--- config.mk ---
export PLATFORM = sky130hd
export DESIGN_NAME = ne_bitserial
export DESIGN_NICKNAME = d
export VERILOG_FILES = /design/src/rtl/ne_pkg.sv /design/src/rtl/ne_nbit.sv /design/src/rtl/prio_enc_lsb.sv /design/src/rtl/ne_bitserial.sv
export SDC_FILE = /design/constraint.sdc
export NUM_CORES = 1
export LEC_CHECK = 0
export BUFFER_PORTS_ARGS = -buffer_cell sky130_fd_sc_hd__buf_2
export CORE_AREA = 2 2 39 41
export DETAILED_ROUTE_END_ITERATION = 12
export DIE_AREA = 0 0 41 43
export PLACE_DENSITY_LB_ADDON = 0.08
export SYNTH_ARGS = -nofsm -noshare
export SYNTH_HDL_FRONTEND = slang
export SYNTH_SLANG_ARGS = --single-unit
--- constraint.sdc ---
create_clock -name clk -period 5 [get_ports clk]
set_input_delay 0.25 -clock clk [delete_from_list [all_inputs] [get_ports clk]]
set_output_delay 0.25 -clock clk [all_outputs]
set_load 0.01 [all_outputs]
--- src/rtl/ne_pkg.sv ---
// Shared types and helpers for the bit-serial not-equal evaluator.
// State encoding and the index-width function used by ne_bitserial.
package ne_pkg;

  typedef enum logic {
    S_ACC = 1'b0,
    S_OUT = 1'b1
  } state_e;

  function automatic int ne_clog2(input int n);
    int r;
    r = 0;
    for (int i = 0; i < 31; i++) begin
      if ((32'sd1 << i) < n) r = i + 1;
    end
    return (r < 1) ? 1 : r;
  endfunction

endpackage

--- src/rtl/ne_nbit.sv ---
// Parallel N-bit not-equal compare.
// Used per slice by the bit-serial evaluator.
module ne_nbit #(
  parameter int WIDTH = 1
) (
  input  logic [WIDTH-1:0] a,
  input  logic [WIDTH-1:0] b,
  output logic             ne
);

  assign ne = |(a ^ b);

endmodule

--- src/rtl/prio_enc_lsb.sv ---
// Lowest-set-bit priority encoder with found flag.
// Only instantiated when NE_FIRST_IDX_EN is defined.
import ne_pkg::*;

module prio_enc_lsb #(
  parameter int WIDTH = 1,
  localparam int PW = ne_clog2(WIDTH)
) (
  input  logic [WIDTH-1:0] vec,
  output logic [PW-1:0]    idx,
  output logic             found
);

  always_comb begin
    idx   = '0;
    found = 1'b0;
    for (int i = WIDTH - 1; i >= 0; i--) begin
      if (vec[i]) begin
        idx   = PW'(i);
        found = 1'b1;
      end
    end
  end

endmodule

--- src/rtl/ne_bitserial.sv ---
// Bit-serial A != B evaluator, LSB slice first, valid/ready in and out.
// Define NE_FIRST_IDX_EN to also report the lowest mismatching bit index.
import ne_pkg::*;

module ne_bitserial #(
  parameter int WIDTH = 32,
  parameter int SLICE = 1,
  localparam int BEATS = WIDTH / SLICE,
  localparam int IDXW = ne_clog2(WIDTH)
) (
  input  logic             clk,
  input  logic             rst_n,
  input  logic             flush,
  input  logic             in_valid,
  output logic             in_ready,
  input  logic [SLICE-1:0] in_a,
  input  logic [SLICE-1:0] in_b,
  output logic             out_valid,
  input  logic             out_ready,
  output logic             out_ne,
  output logic [IDXW-1:0]  out_idx
);

  localparam int CW = ne_clog2(BEATS);
  localparam logic [CW-1:0] LAST = CW'(BEATS - 1);

  if (WIDTH % SLICE != 0) begin : g_bad_cfg
    $error("ne_bitserial: WIDTH must be a multiple of SLICE");
  end

  state_e        state;
  logic [CW-1:0] beat_cnt;
  logic          ne_acc;
  logic          slice_ne;
  logic          accept;
  logic          last;
  logic          pop;

  ne_nbit #(.WIDTH(SLICE)) u_cmp (
    .a  (in_a),
    .b  (in_b),
    .ne (slice_ne)
  );

  assign in_ready = !flush && (state == S_ACC || out_ready);
  assign accept   = in_valid && in_ready;
  assign last     = (beat_cnt == LAST);
  assign pop      = (state == S_OUT) && out_ready;

  always_ff @(posedge clk) begin
    if (!rst_n) begin
      state     <= S_ACC;
      beat_cnt  <= '0;
      ne_acc    <= 1'b0;
      out_valid <= 1'b0;
      out_ne    <= 1'b0;
    end else begin
      if (flush) begin
        beat_cnt <= '0;
        ne_acc   <= 1'b0;
      end
      if (pop) begin
        state     <= S_ACC;
        out_valid <= 1'b0;
      end
      // a beat taken alongside a pop starts the next pair
      if (accept) begin
        if (last) begin
          out_ne    <= ne_acc | slice_ne;
          out_valid <= 1'b1;
          state     <= S_OUT;
          beat_cnt  <= '0;
          ne_acc    <= 1'b0;
        end else begin
          ne_acc   <= ne_acc | slice_ne;
          beat_cnt <= beat_cnt + 1'b1;
        end
      end
    end
  end

`ifdef NE_FIRST_IDX_EN
  localparam int PW = ne_clog2(SLICE);

  logic [PW-1:0]   pidx;
  logic            pfound;
  logic [IDXW-1:0] idx_acc;
  logic [IDXW-1:0] cur_pos;

  prio_enc_lsb #(.WIDTH(SLICE)) u_enc (
    .vec   (in_a ^ in_b),
    .idx   (pidx),
    .found (pfound)
  );

  assign cur_pos = IDXW'(int'(beat_cnt) * SLICE + int'(pidx));

  always_ff @(posedge clk) begin
    if (!rst_n) begin
      idx_acc <= '0;
      out_idx <= '0;
    end else begin
      if (flush) idx_acc <= '0;
      if (accept) begin
        if (last) begin
          idx_acc <= '0;
          if (ne_acc)      out_idx <= idx_acc;
          else if (pfound) out_idx <= cur_pos;
          else             out_idx <= '0;
        end else if (!ne_acc && pfound) begin
          idx_acc <= cur_pos;
        end
      end
    end
  end
`else
  assign out_idx = '0;
`endif

endmodule
==> results of run 1 <==
[worst max path at each step]
stage / startpoint / endpoint / slack (ns) / cells past startpoint
finish: beat_cnt[0] / beat_cnt[3] / 3.12 / 6
global route: beat_cnt[0] / beat_cnt[3] / 3.02 / 6
CTS: beat_cnt[0] / beat_cnt[3] / 3.12 / 6
detailed placement: beat_cnt[0] / beat_cnt[3] / 3.14 / 6
global placement: beat_cnt[0] / beat_cnt[2] / 3.16 / 6
floorplan: beat_cnt[0] / beat_cnt[3] / 3.29 / 6
[layout by cell type (no fill, tap or decap), drive strengths merged, types with 2 or more instances in the layout]
cell / n
buf: 9
inv: 2
nand3: 3
nand2b: 3
nor2: 5
ha: 2
a311oi: 2
a31oi: 2
clkbuf: 4
a21oi: 7
conb: 5
o31ai: 2
dfxtp: 9
o21ai: 4
[per-layer routing]
metal | GRT usage (%) | vias to the layer above
li1 | - | 214
met1 | 18.5 | 184
met2 | 17.8 | 12
met3 | 4.71 | 2
met4 | 10.0 | 0
met5 | 0 | -
[stage by stage]
stage / utilization (%) / instances / power (mW)
2_1_floorplan: - / 60 / 0.0845
4_1_cts: 39.2 / 83 / 0.141
6_report: 39.2 / 83 / 0.140
3_5_place_dp: 37.3 / 79 / 0.0867
3_3_place_gp: 37.3 / 79 / 0.0869
5_1_grt: 39.2 / 83 / 0.149
[cells in the mapped netlist]
| master | instances | area share, % |
|---|---|---|
| nand2b_1 | 3 | 3.9 |
| or3_2 | 1 | 1.5 |
| inv_1 | 2 | 1.5 |
| a31oi_1 | 2 | 2.6 |
| or4_1 | 1 | 1.5 |
| or4b_1 | 1 | 2.1 |
| a311oi_1 | 2 | 3.6 |
| nand3_1 | 3 | 3.1 |
| xor2_1 | 1 | 1.8 |
| a21oi_1 | 7 | 7.2 |
| buf_4 | 5 | 7.7 |
| buf_6 | 1 | 2.3 |
| conb_1 | 1 | 0.77 |
| and3_1 | 1 | 1.3 |
| o31ai_1 | 2 | 3.1 |
| and3b_1 | 1 | 1.8 |
| ha_1 | 2 | 5.2 |
| nor2b_2 | 1 | 1.8 |
| mux2i_1 | 1 | 2.1 |
| o21ai_0 | 4 | 4.1 |
| dfxtp_1 | 9 | 37 |
| nor2_1 | 5 | 3.9 |
[final cells by class]
cell class,instances,area [sq um]
fillers,154,841
multi-input cells,43,264
flip-flops and latches,9,180
repair buffers,9,45.0
clock buffers,4,26.3
well taps,16,20.0
inverters,2,7.51
[report_power, final]
part           leakage [nW]  switching (mW)  total, mW  internal [mW]
clock                0.0150          0.0244     0.0551         0.0307
combinational         0.146         0.00730     0.0119        0.00459
sequential           0.0727        0.000701     0.0732         0.0725
total                 0.234          0.0324      0.140          0.108
[sequential cells by signal (all words and copies together), names as in the netlist]
signal,cells
out_valid,1
beat_cnt,5
ne_acc,1
state,1
out_ne,1
[logic make-up after synthesis]
group / count (synthesis) / share of synthesized area (%)
and+or+nand+nor: 17 / 20.9
buffers and inverters: 8 / 11.6
muxes: 1 / 2.06
other: 1 / 0.772
adders and majority gates: 2 / 5.15
AOI/OAI and AO/OA: 17 / 20.6
DFF: 9 / 37.1
xor gates and xnor gates: 1 / 1.80
[worst max-delay path: stages (launching register included)]
cell      delay, ns
dfxtp_1        0.34
ha_1           0.22
and3_1         0.19
ha_1           0.23
nand2b_1       0.18
or4_1          0.47
a21oi_1        0.16
==> results.toml, run 1 <==
[run]
maxCapViolCount = 0

[timing]
drv_slew = 0
tns_ns = 0
skew_ns = 0.00345
setup_violations = 0
hold_viol = 0
post-route-period-util_pct = 37.6
rsz0062_at_grt = "no"
timing.fmax_ghz = 0.533
fin_crit_ns = 1.88
worst_slack_ns = 3.12
holdWs_ns = 0.255

[synthesis]
synth_warnings = 0
synth_seq_cells = 9
synth_cell_types = 22
synth_cells = 56
synth_area_per_cell_sq_um = 8.67
yosysSeqAreaShare_pct = 37.1
synth_area_sq_um = 485

[global_route]
antenna_found_initial = 0
first_global_vias = 379
grt_pass1_wl_um = 1590
grt_use_total_pct = 13.9
gr-total-overflow = 0
grt_start_max_net_pins = 11

[drt]
ant_nets = 0
drt_wl_total_um = 908
dr_wl_met3_um = 48
wl_met1_um = 437
viasPerCell = 4.96
wl_met2_um = 404
vias = 412
route.detailed.drc = 0
drtIter0Drc = 8
drt_first_pass_iters = 4
wl_per_cell_um = 10.9
top_layer = "met4"

[critical_path]
cp-end-kind = "flip-flop"
critPathMaxFanout = 5
criticalPathCategory = "flip-flop to flip-flop"
rrSetupSlack_ns = 3.12
r2r-start = "beat_cnt[0]"
arrival_ns = 2.06
rr_endpoint = "beat_cnt[3]"
cp.required_ns = 5.18
reg2reg_depth = 6
start_kind = "flip-flop"

[floorplanning]
fp.dieW_um = 41
ios = 15
dieArea_sq_mm = 0.00176
fp.dieH_um = 43
start_util_pct = 35.1
rows = 14
fp.coreArea_sq_mm = 0.00138

[worst_hold_path]
hold_depth = 3
worstHoldPathType = "primary input to flip-flop"
hold-path-endpoint = "out_valid"
min-delay-start = "rst_n"

[pwr]
ir_worst_vdd_uv = 133
p_leak_nw = 0.234
p_per_area_mw_per_mm2 = 258

[cts]
path_clk_slew_ns = 0.06
clock-sinks = 9
post-cts-setup-buffer-count = 0
numCtsBuffers = 3
clk-insertion-delay-late_ns = 0.25
ctsResizeCount = 0
cts_htree_levels = 1
cts_root_buf = "clkbuf_4"
clk_path_buf_depth = 2
hold_buffers = 0
tritoncts = "built"

[layout]
syn_to_final_growth_pct = 11.9
num-nets-final = 77
num_antenna_cells = 0
final_area_sq_um = 543
drive_gt1_share_pct = 20.9

[place]
pre_cts_slack_ns = 3.14
port_buffers = 9
gp_congestion = 0.693
dp_hpwl_um = 690
dpl-instance-area_sq_um = 517

[run_status]
status = "finished clean"
(Power assumes the default switching activity.)
==> run 2, diff against run 1 <==
clock period = 1.8 ns   (was 5 ns; I/O delays follow)
==> results.toml, run 2 (synthesis results as in run 1) <==
[run_status]
status = "finished clean"

[pwr]
intPower_uw = 302
switching_share_pct = 22.8
pwr-share-comb_pct = 9.6
p_per_area_mw_per_mm2 = 665
p_seq_share_pct = 51.9
clkPwrFrac_pct = 38.5
ir_worst_vdd_uv = 372
p_leak_nw = 0.259
switchingPower_uw = 89.1

[floorplanning]
fp.dieW_um = 41
fp.coreArea_sq_mm = 0.00138
dieArea_sq_mm = 0.00176
start_util_pct = 35.1
rows = 14
fp.dieH_um = 43
ios = 15

[drt]
drtIter0Drc = 3
drt_wl_total_um = 1010
ant_nets = 0
drt_first_pass_iters = 2
wl_per_cell_um = 11.6
route.detailed.drc = 0
vias = 431
viasPerCell = 4.95

[timing]
timing.fmax_ghz = 0.581
drv_slew = 0
holdWs_ns = 0.0882
fin_crit_ns = 1.72
skew_ns = 0.00779
rsz0062_at_grt = "no"
hold_viol = 0
tns_ns = 0
post-route-period-util_pct = 95.5
setup_violations = 0

[cts]
path_clk_slew_ns = 0.06
cts_root_buf = "clkbuf_4"
numCtsBuffers = 3
clk_path_buf_depth = 2
tritoncts = "built"
post-cts-setup-buffer-count = 0
clock-sinks = 9
cts_htree_levels = 1
clk-insertion-delay-late_ns = 0.26
hold_buffers = 0

[run]
maxCapViolCount = 0

[layout]
drive_gt1_share_pct = 29.6
num_antenna_cells = 0
largest_reg_flops = 5
syn_to_final_growth_pct = 21.1
mostFrequentLayoutCells = "dfxtp_1, buf_2, a21oi_1, nor2_1, conb_1"
largest-register = "beat_cnt"
utilization_pct = 42.5
num-nets-final = 81

[place]
port_buffers = 9
dp_hpwl_um = 746
gp_congestion = 0.690

[global_route]
grt_use_total_pct = 12.6
first_global_vias = 356
gr-total-overflow = 0
grt_start_max_net_pins = 11
antenna_found_initial = 0
grt_pass1_wl_um = 1440

[worst_hold_path]
worstHoldPathType = "primary input to flip-flop"
hold-path-endpoint = "out_valid"
min-delay-start = "rst_n"
hold_depth = 3

[critical_path]
cpMostUsedCell = "ha_1"
start_kind = "flip-flop"
reg2reg_depth = 6
rrSetupSlack_ns = 0.08
arrival_ns = 1.90
cp-end-kind = "flip-flop"
cp.required_ns = 1.98
criticalPathCategory = "flip-flop to flip-flop"
slowest_delay_ns = 0.48
rr_endpoint = "beat_cnt[3]"
critPathMaxFanout = 3
r2r-start = "beat_cnt[0]"
slowest_stage = "or4_4"
path_cells = "ha_1 > and3_1 > ha_1 > nand2b_4 > or4_4 > a21oi_2"
==> run 2: layer usage <==
| metal | wire, um | vias up | track usage [%] |
|---|---|---|---|
| met3 | 35 | 2 | 3.14 |
| met5 | 0 | - | 0 |
| li1 | - | 224 | - |
| met4 | 9 | 0 | 10.0 |
| met1 | 492 | 197 | 17.2 |
| met2 | 467 | 8 | 15.9 |
==> run 2: how the worst max path moves through the flow <==
stage | slack [ns] | end | cells after the start | from
after floorplan | 0.09 | beat_cnt[3] | 6 | beat_cnt[0]
after global placement | 0.12 | beat_cnt[3] | 6 | beat_cnt[0]
after detailed placement | 0.10 | beat_cnt[2] | 6 | beat_cnt[0]
after CTS | 0.07 | beat_cnt[3] | 6 | beat_cnt[0]
after global routing | 0.04 | beat_cnt[3] | 6 | beat_cnt[0]
final | 0.08 | beat_cnt[3] | 6 | beat_cnt[0]
==> run 2: layout make-up <==
cell class,count,area (sq um)
fill,153,796
timing repair buffer,13,75.1
multi-input combinational,43,279
clock buffer,4,26.3
sequential,9,180
inverter,2,7.51
tap,16,20.0
==> run 2: critical path, delay by kind of cell, from the launching register on <==
| kind | cells | cell delay [ns] |
|---|---|---|
| DFF | 1 | 0.31 |
| AOI/OAI and AO/OA | 1 | 0.14 |
| adders and majority gates | 2 | 0.39 |
| and+or+nand+nor | 3 | 0.81 |
==> run 2: per-stage QoR <==
| step | worst slack [ns] | instances | cell area (sq um) | total power, mW |
|---|---|---|---|---|
| after floorplan | 0.0891 | 60 | 500 | 0.235 |
| after global placement | 0.122 | 83 | 547 | 0.243 |
| after detailed placement | 0.102 | 83 | 547 | 0.243 |
| after CTS | 0.0670 | 87 | 573 | 0.395 |
| after global routing | 0.0362 | 87 | 588 | 0.412 |
| final | 0.0803 | 87 | 588 | 0.391 |
==> run 2: power groups by stage <==
stage                     registers [mW]  logic, mW  clock network (mW)
after floorplan                    0.207     0.0272                   0
after global placement             0.207     0.0363                   0
after detailed placement           0.207     0.0356                   0
after CTS                          0.203     0.0357               0.156
after global routing               0.203     0.0415               0.167
final                              0.203     0.0375               0.151
==> run 2: repair_timing <==
action / 4_1_cts / 5_1_grt
setup endpoints to repair: 0 / 1
endpoints found under the hold margin: 0 / 0
resized for setup: 0 / 3
